$ cat config.mk
export PLATFORM = sky130hd
export DESIGN_NAME = control_sequencer
export DESIGN_NICKNAME = d
export VERILOG_FILES = /design/src/rtl/control_sequencer.sv
export SDC_FILE = /design/constraint.sdc
export NUM_CORES = 1
export LEC_CHECK = 0
export ABC_CLOCK_PERIOD_IN_PS = 2000
export CORE_UTILIZATION = 24
export CTS_BUF_LIST = sky130_fd_sc_hd__clkbuf_4 sky130_fd_sc_hd__clkbuf_8 sky130_fd_sc_hd__clkbuf_16
export CTS_CLUSTER_SIZE = 24
export DETAILED_ROUTE_END_ITERATION = 6
export GPL_TIMING_DRIVEN = 0
export HOLD_SLACK_MARGIN = 0.1
export PLACE_DENSITY_LB_ADDON = 0.05
export SLEW_MARGIN = 20
export SYNTH_ARGS = -nofsm -noshare
export SYNTH_HDL_FRONTEND = slang
export SYNTH_SLANG_ARGS = --single-unit
$ cat constraint.sdc
create_clock -name clk -period 2 [get_ports clk]
set_clock_uncertainty 0.1 [all_clocks]
set_input_delay 0.3 -clock clk [delete_from_list [all_inputs] [get_ports clk]]
set_output_delay 0.3 -clock clk [all_outputs]
set_load 0.005 [all_outputs]
$ cat src/rtl/control_sequencer.sv
// Hardwired Moore control sequencer: fetch (T0-T2) followed by execute/writeback
// for register-format ALU instructions, driving datapath bus selects and load enables.
module control_sequencer (
  input  logic        clk,
  input  logic        clr,
  input  logic [31:0] IR_Data,
  input  logic        mem_ready,
  input  logic        Stop,
  output logic        PC_out,
  output logic        Zlow_out,
  output logic        Zhigh_out,
  output logic        MDR_out,
  output logic        R_out,
  output logic        PC_in,
  output logic        IR_in,
  output logic        MAR_in,
  output logic        MDR_in,
  output logic        Y_in,
  output logic        Z_in,
  output logic        R_in,
  output logic        LO_in,
  output logic        HI_in,
  output logic        Read,
  output logic        IncPC,
  output logic        Gra,
  output logic        Grb,
  output logic        Grc,
  output logic [4:0]  alu_instruction,
  output logic        Run
);

  localparam logic [4:0] OP_MUL  = 5'b01111;
  localparam logic [4:0] OP_DIV  = 5'b10000;
  localparam logic [4:0] OP_NEG  = 5'b10001;
  localparam logic [4:0] OP_NOT  = 5'b10010;
  localparam logic [4:0] OP_NOP  = 5'b11010;
  localparam logic [4:0] OP_HALT = 5'b11011;

  typedef enum logic [3:0] {
    RST, T0, T1, T2, T3, T4, T5, T6, HALT
  } state_t;

  state_t     state, state_next;
  logic [4:0] opcode;
  logic       is_muldiv;
  logic       is_unary;
  state_t     end_state;

  assign opcode    = IR_Data[31:27];
  assign is_muldiv = (opcode == OP_MUL) || (opcode == OP_DIV);
  assign is_unary  = (opcode == OP_NEG) || (opcode == OP_NOT);
  assign end_state = Stop ? HALT : T0;

  // NOTE: sequential state uses non-blocking assignment so every flop samples
  // pre-edge values; blocking here would create order-dependent simulation.
  always_ff @(posedge clk or negedge clr) begin
    if (!clr) state <= RST;
    else      state <= state_next;
  end

  // IR_Data is only meaningful from T3 onward, after IR has loaded at the end of T2.
  always_comb begin
    // NOTE: default first so every path assigns state_next and no latch is inferred.
    state_next = state;
    unique case (state)
      RST:  state_next = T0;
      T0:   state_next = T1;
      T1:   state_next = mem_ready ? T2 : T1;
      T2:   state_next = T3;
      T3: begin
        if      (opcode == OP_NOP)  state_next = end_state;
        else if (opcode == OP_HALT) state_next = HALT;
        else                        state_next = T4;
      end
      T4:   state_next = T5;
      T5:   state_next = is_muldiv ? T6 : end_state;
      T6:   state_next = end_state;
      HALT: state_next = HALT;
      default: state_next = RST;
    endcase
  end

  always_comb begin
    PC_out          = 1'b0;
    Zlow_out        = 1'b0;
    Zhigh_out       = 1'b0;
    MDR_out         = 1'b0;
    R_out           = 1'b0;
    PC_in           = 1'b0;
    IR_in           = 1'b0;
    MAR_in          = 1'b0;
    MDR_in          = 1'b0;
    Y_in            = 1'b0;
    Z_in            = 1'b0;
    R_in            = 1'b0;
    LO_in           = 1'b0;
    HI_in           = 1'b0;
    Read            = 1'b0;
    IncPC           = 1'b0;
    Gra             = 1'b0;
    Grb             = 1'b0;
    Grc             = 1'b0;
    alu_instruction = 5'd0;
    Run             = (state != RST) && (state != HALT);
    unique case (state)
      T0: begin
        PC_out = 1'b1;
        MAR_in = 1'b1;
        IncPC  = 1'b1;
        Z_in   = 1'b1;
      end
      T1: begin
        // A stalled T1 reloads PC from the same Z value, so holding here is harmless.
        Zlow_out = 1'b1;
        PC_in    = 1'b1;
        Read     = 1'b1;
        MDR_in   = 1'b1;
      end
      T2: begin
        MDR_out = 1'b1;
        IR_in   = 1'b1;
      end
      T3: begin
        Grb   = 1'b1;
        R_out = 1'b1;
        Y_in  = 1'b1;
      end
      T4: begin
        R_out           = 1'b1;
        Z_in            = 1'b1;
        Grb             = is_unary;
        Grc             = !is_unary;
        alu_instruction = opcode;
      end
      T5: begin
        Zlow_out = 1'b1;
        LO_in    = is_muldiv;
        Gra      = !is_muldiv;
        R_in     = !is_muldiv;
      end
      T6: begin
        Zhigh_out = 1'b1;
        HI_in     = 1'b1;
      end
      default: ;
    endcase
  end

endmodule

## After elaboration in Yosys (flattened, before gate mapping)

Index checks and enable logic that the tools add are counted.

- Equal/unequal tests: 15
- Reductions and logical operators: 10
- Mux-type cells: 19

Operator list:

| cell | count |
|---|---|
| $pmux 4 s9 | 1 |
| $eq 5x5->1 const B | 5 |
| $eq 4x3->1 const B | 4 |
| $mux 4 | 4 |
| $mux 1 | 12 |
| $eq 4x2->1 const B | 2 |
| $reduce_or 2->1 | 3 |
| $eq 5x4->1 const B | 1 |
| $mux 5 | 1 |
| $eq 4x1->1 const B | 1 |
| $eq 4x4->1 const B | 1 |
| $logic_not 4->1 | 1 |
| $ne 4x4->1 const B | 1 |
| $reduce_bool 4->1 | 1 |
| $logic_not 1->1 | 2 |
| $logic_or 1x1->1 | 2 |
| $pmux 1 s2 | 1 |
| $logic_and 1x1->1 | 1 |

- Register bits after elaboration: 4
- Output and inout bits: 25

## Longest topological paths before layout

- Word-level depth: 4
- Mapped depth: 5

## Least setup slack after synthesis

Ideal clock, no wire load.

- Path kind: input port to output port
- Start point: input IR_Data[30]
- End point: output R_in
- Path slack: 284 ps
- Stages on the path: 4
- Data arrival time: 1,316 ps
- Cells stage by stage: or3b_1 > o32a_1 > nor3b_2 > buf_4

- Longest elaborated chain between the ends: 4
- Elaborated cells between the ends (all ways): 5

Ends and longest elaborated chain:

| item | line | RTL |
|---|---|---|
| from (decl) | 6 | `input logic [31:0] IR_Data,` |
| $eq 5x4->1 / $eq 5x5->1 (equally long branches) | 50 | `assign is_muldiv = (opcode == OP_MUL) \|\| (opcode == OP_DIV);` |
| $logic_or 1x1->1 * | 50 |  |
| $logic_not 1->1 * | -- |  |
| $mux 1 * | -- |  |
| to (decl) | 20 | `output logic R_in,` |

Mark *: on every way between the ends. The rest lies on a longest branch, timed or not.

## Worst setup path in the final report

- Start point: register state[2]
- End point: output alu_instruction[3]

- Longest elaborated chain between the ends: 2

Ends and longest elaborated chain:

| item | line | RTL |
|---|---|---|
| from (decl) | 43 | `state_t state, state_next;` |
| from (signal assigned) | 58 | `else state <= state_next;` |
| $eq 4x3->1 | 105 | `unique case (state)` |
| $mux 5 | 105 |  |
| to (decl) | 28 | `output logic [4:0] alu_instruction,` |

No other way between the ends.

==> impl_metrics.toml <==
[setup_path]
arrival_ns = 1.64
worstPathRequired_ns = 1.60
crit_path_end_kind = "output pin"
cp_max_fo = 5
reg2reg_slack_ns = 0.04
crit_type = "reg -> out"
cp-start-kind = "flop"

[die]
start_util = 0.262
die_x_um = 45.9
die_h_um = 45.9
core_area_mm2 = 0.00176
die-area_mm2 = 0.00211
rows = 15
pin_count = 61

[clock_network]
cts_tree = "done"
h-tree-depth = 1
cts_buffers = 3
cts_hold_buf = 0
clock_latency_ns = 0.24
clockBufferDepth = 2
cts_root_buf = "clkbuf_4"
clk_pin_slew_ns = 0.04
cts_sinks = 4

[synth]
synthFlopType = "dfrtp_1"
yosysUniqueCellTypes = 28
synth_common_cells = "buf_4, nor2_1, and3_1, nor3_1, dfrtp_1"
syn_nets = 97
syn_inst = 61
postSynthAreaPerCell_um2 = 7.59
synth_warnings = 0
synth_seq_cells = 4
synth.area.top_cells = "dfrtp_1, buf_4, and3_1, nor2_1, or3b_1"
syn_area_um2 = 463
synth_top_area_frac = 0.216
seq_area_frac_synth = 0.216
yosys.area.top_type = "dfrtp_1"
synth_edf_count = 0
async_reset_ff_frac = 1.00

[power]
p_leak_nw = 0.745
p_per_area_mw_per_mm2 = 1240
vdd_drop_max_v = 0.000753

[routing]
vias = 746
antenna_left = 0
drc = 0
via_per_inst = 4.81
avgRoutedWirePerCell_um = 13.8
wl_mm = 2.15
drt_iter0_drc = 16
drtPass1Iterations = 4

[placement]
place_hpwl_mm = 1.05
portBuffers = 33
gp_congestion = 0.733
post_dp_cell_area_um2 = 825

[global_route]
grt_pass1_vias = 635
grtUsageTotal = 0.195
overflow = 0
grt_pass1_wl_mm = 2.84
grt_max_degree = 8
antenna_found_initial = 0

[finish]
final_util = 0.713
final_cell_area_mm2 = 0.00126
diodes = 0
drive_gt1_frac = 0.600
largest_reg_flops = 4
top_regs = "state x4"
fin_nets = 168
fill_cells = 145
top_register = "state"
syn_to_final_growth_pct = 172

[hold_path]
hold_class = "in -> async"

[sta]
setup_violations = 2
worst_slew_pin_slew_ns = 0.212
rsz0062_at_grt = "yes"
setup_tns_ns = -0.0591
slew_headroom = 0.859
final-hold-violation-count = 0
fin_ws_ns = -0.0356
timing.fmax_mhz = 491
final.min_clock_period_ns = 2.04
fin_crit_sh = 1.02
final-max-slew-violation-count = 0

[run_status]
violations = "setup timing"
status = "complete, but fails checks"

[run]
drv_cap = 0
-- metrics by stage --
| stage | worst slack [ns] | std cells | total power (W) | hold WS, ns |
|---|---|---|---|---|
| final | -0.0356 | 155 | 0.00157 | 0.162 |
| after detailed placement | -0.696 | 119 | 0.000904 | 0.417 |
| after global routing | -0.0849 | 155 | 0.00167 | 0.170 |
| after global placement | -0.696 | 119 | 0.000901 | 0.410 |
| after CTS | -0.0708 | 143 | 0.00131 | 0.160 |
| after floorplan | 0.284 | 61 | 0.000524 | -0.0956 |
-- power breakdown --
part / total [W] / leakage [nW] / internal (W) / switching [W]
combinational: 0.00130 / 0.682 / 0.000804 / 0.000493
sequential: 0.000168 / 0.0487 / 0.000119 / 0.0000489
clock: 0.000102 / 0.0138 / 0.0000672 / 0.0000346
-- worst max-delay path, cell delays in order (launching register included) --
cell and delay (ns):
dfrtp_2 0.47, buf_6 0.15, nor2b_4 0.13, buf_4 0.13
buf_4 0.12, and3_1 0.15, dlygate4sd2_1 0.25
-- cells by family after synthesis --
group                  share of synthesized area
flip-flops                                 0.216
buffers and inverters                      0.157
AO/OA/AOI/OAI                              0.151
AND/OR/NAND/NOR                            0.457
XOR/XNOR                                  0.0189
-- area by class of cell --
type	count	area, um2	area share
inverter	1	3.75	0.00298
tap	25	31.3	0.0249
buffer	9	77.6	0.0616
timing repair buffer	68	614	0.488
sequential	4	103	0.0815
multi-input combinational	45	407	0.323
clock buffer	3	22.5	0.0179
-- placed cells by master, fill, tap and decap left out, types with 2 or more instances in the layout --
cell type        count
buf_4               39
dlygate4sd2_1       12
dlymetal6s2s_1       7
buf_6                6
nor3_4               5
nor2_1               5
and3_1               4
clkbuf_4             3
clkdlybuf4s50_1      3
clkbuf_2             3
buf_12               3
nand2b_4             2
nand2_1              2
or3b_4               2
o32a_1               2
nor2b_4              2
o21ai_0              2
buf_2                2
dfrtp_2              2
dfrtp_1              2
-- worst paths after layout --
check	from	cells past startpoint	to
worst max-delay path	state[2]	6	alu_instruction[3]
worst min-delay path	clr	1	state[1]
worst max register to register	state[2]	9	state[0]
worst min register to register	state[3]	3	state[1]
max in group asynchronous	clr	1	state[0]
min in group clk	IR_Data[30]	5	state[3]
-- repair_timing --
| action | in CTS | in global routing |
|---|---|---|
| gates resized for setup | 66 | 25 |
| gates cloned | 1 | 0 |
| setup buffers | 22 | 13 |
| setup endpoints to repair | 25 | 10 |
| pin swaps | 5 | 4 |
-- metal layers --
| metal | GRT usage | vias up | wire length [um] |
|---|---|---|---|
| met1 | 0.211 | 365 | 895 |
| met5 | 0 | - | 0 |
| met4 | 0.106 | 0 | 40 |
| met3 | 0.0635 | 7 | 93 |
| li1 | - | 348 | - |
| met2 | 0.332 | 26 | 1120 |
(Power assumes the default switching activity.)
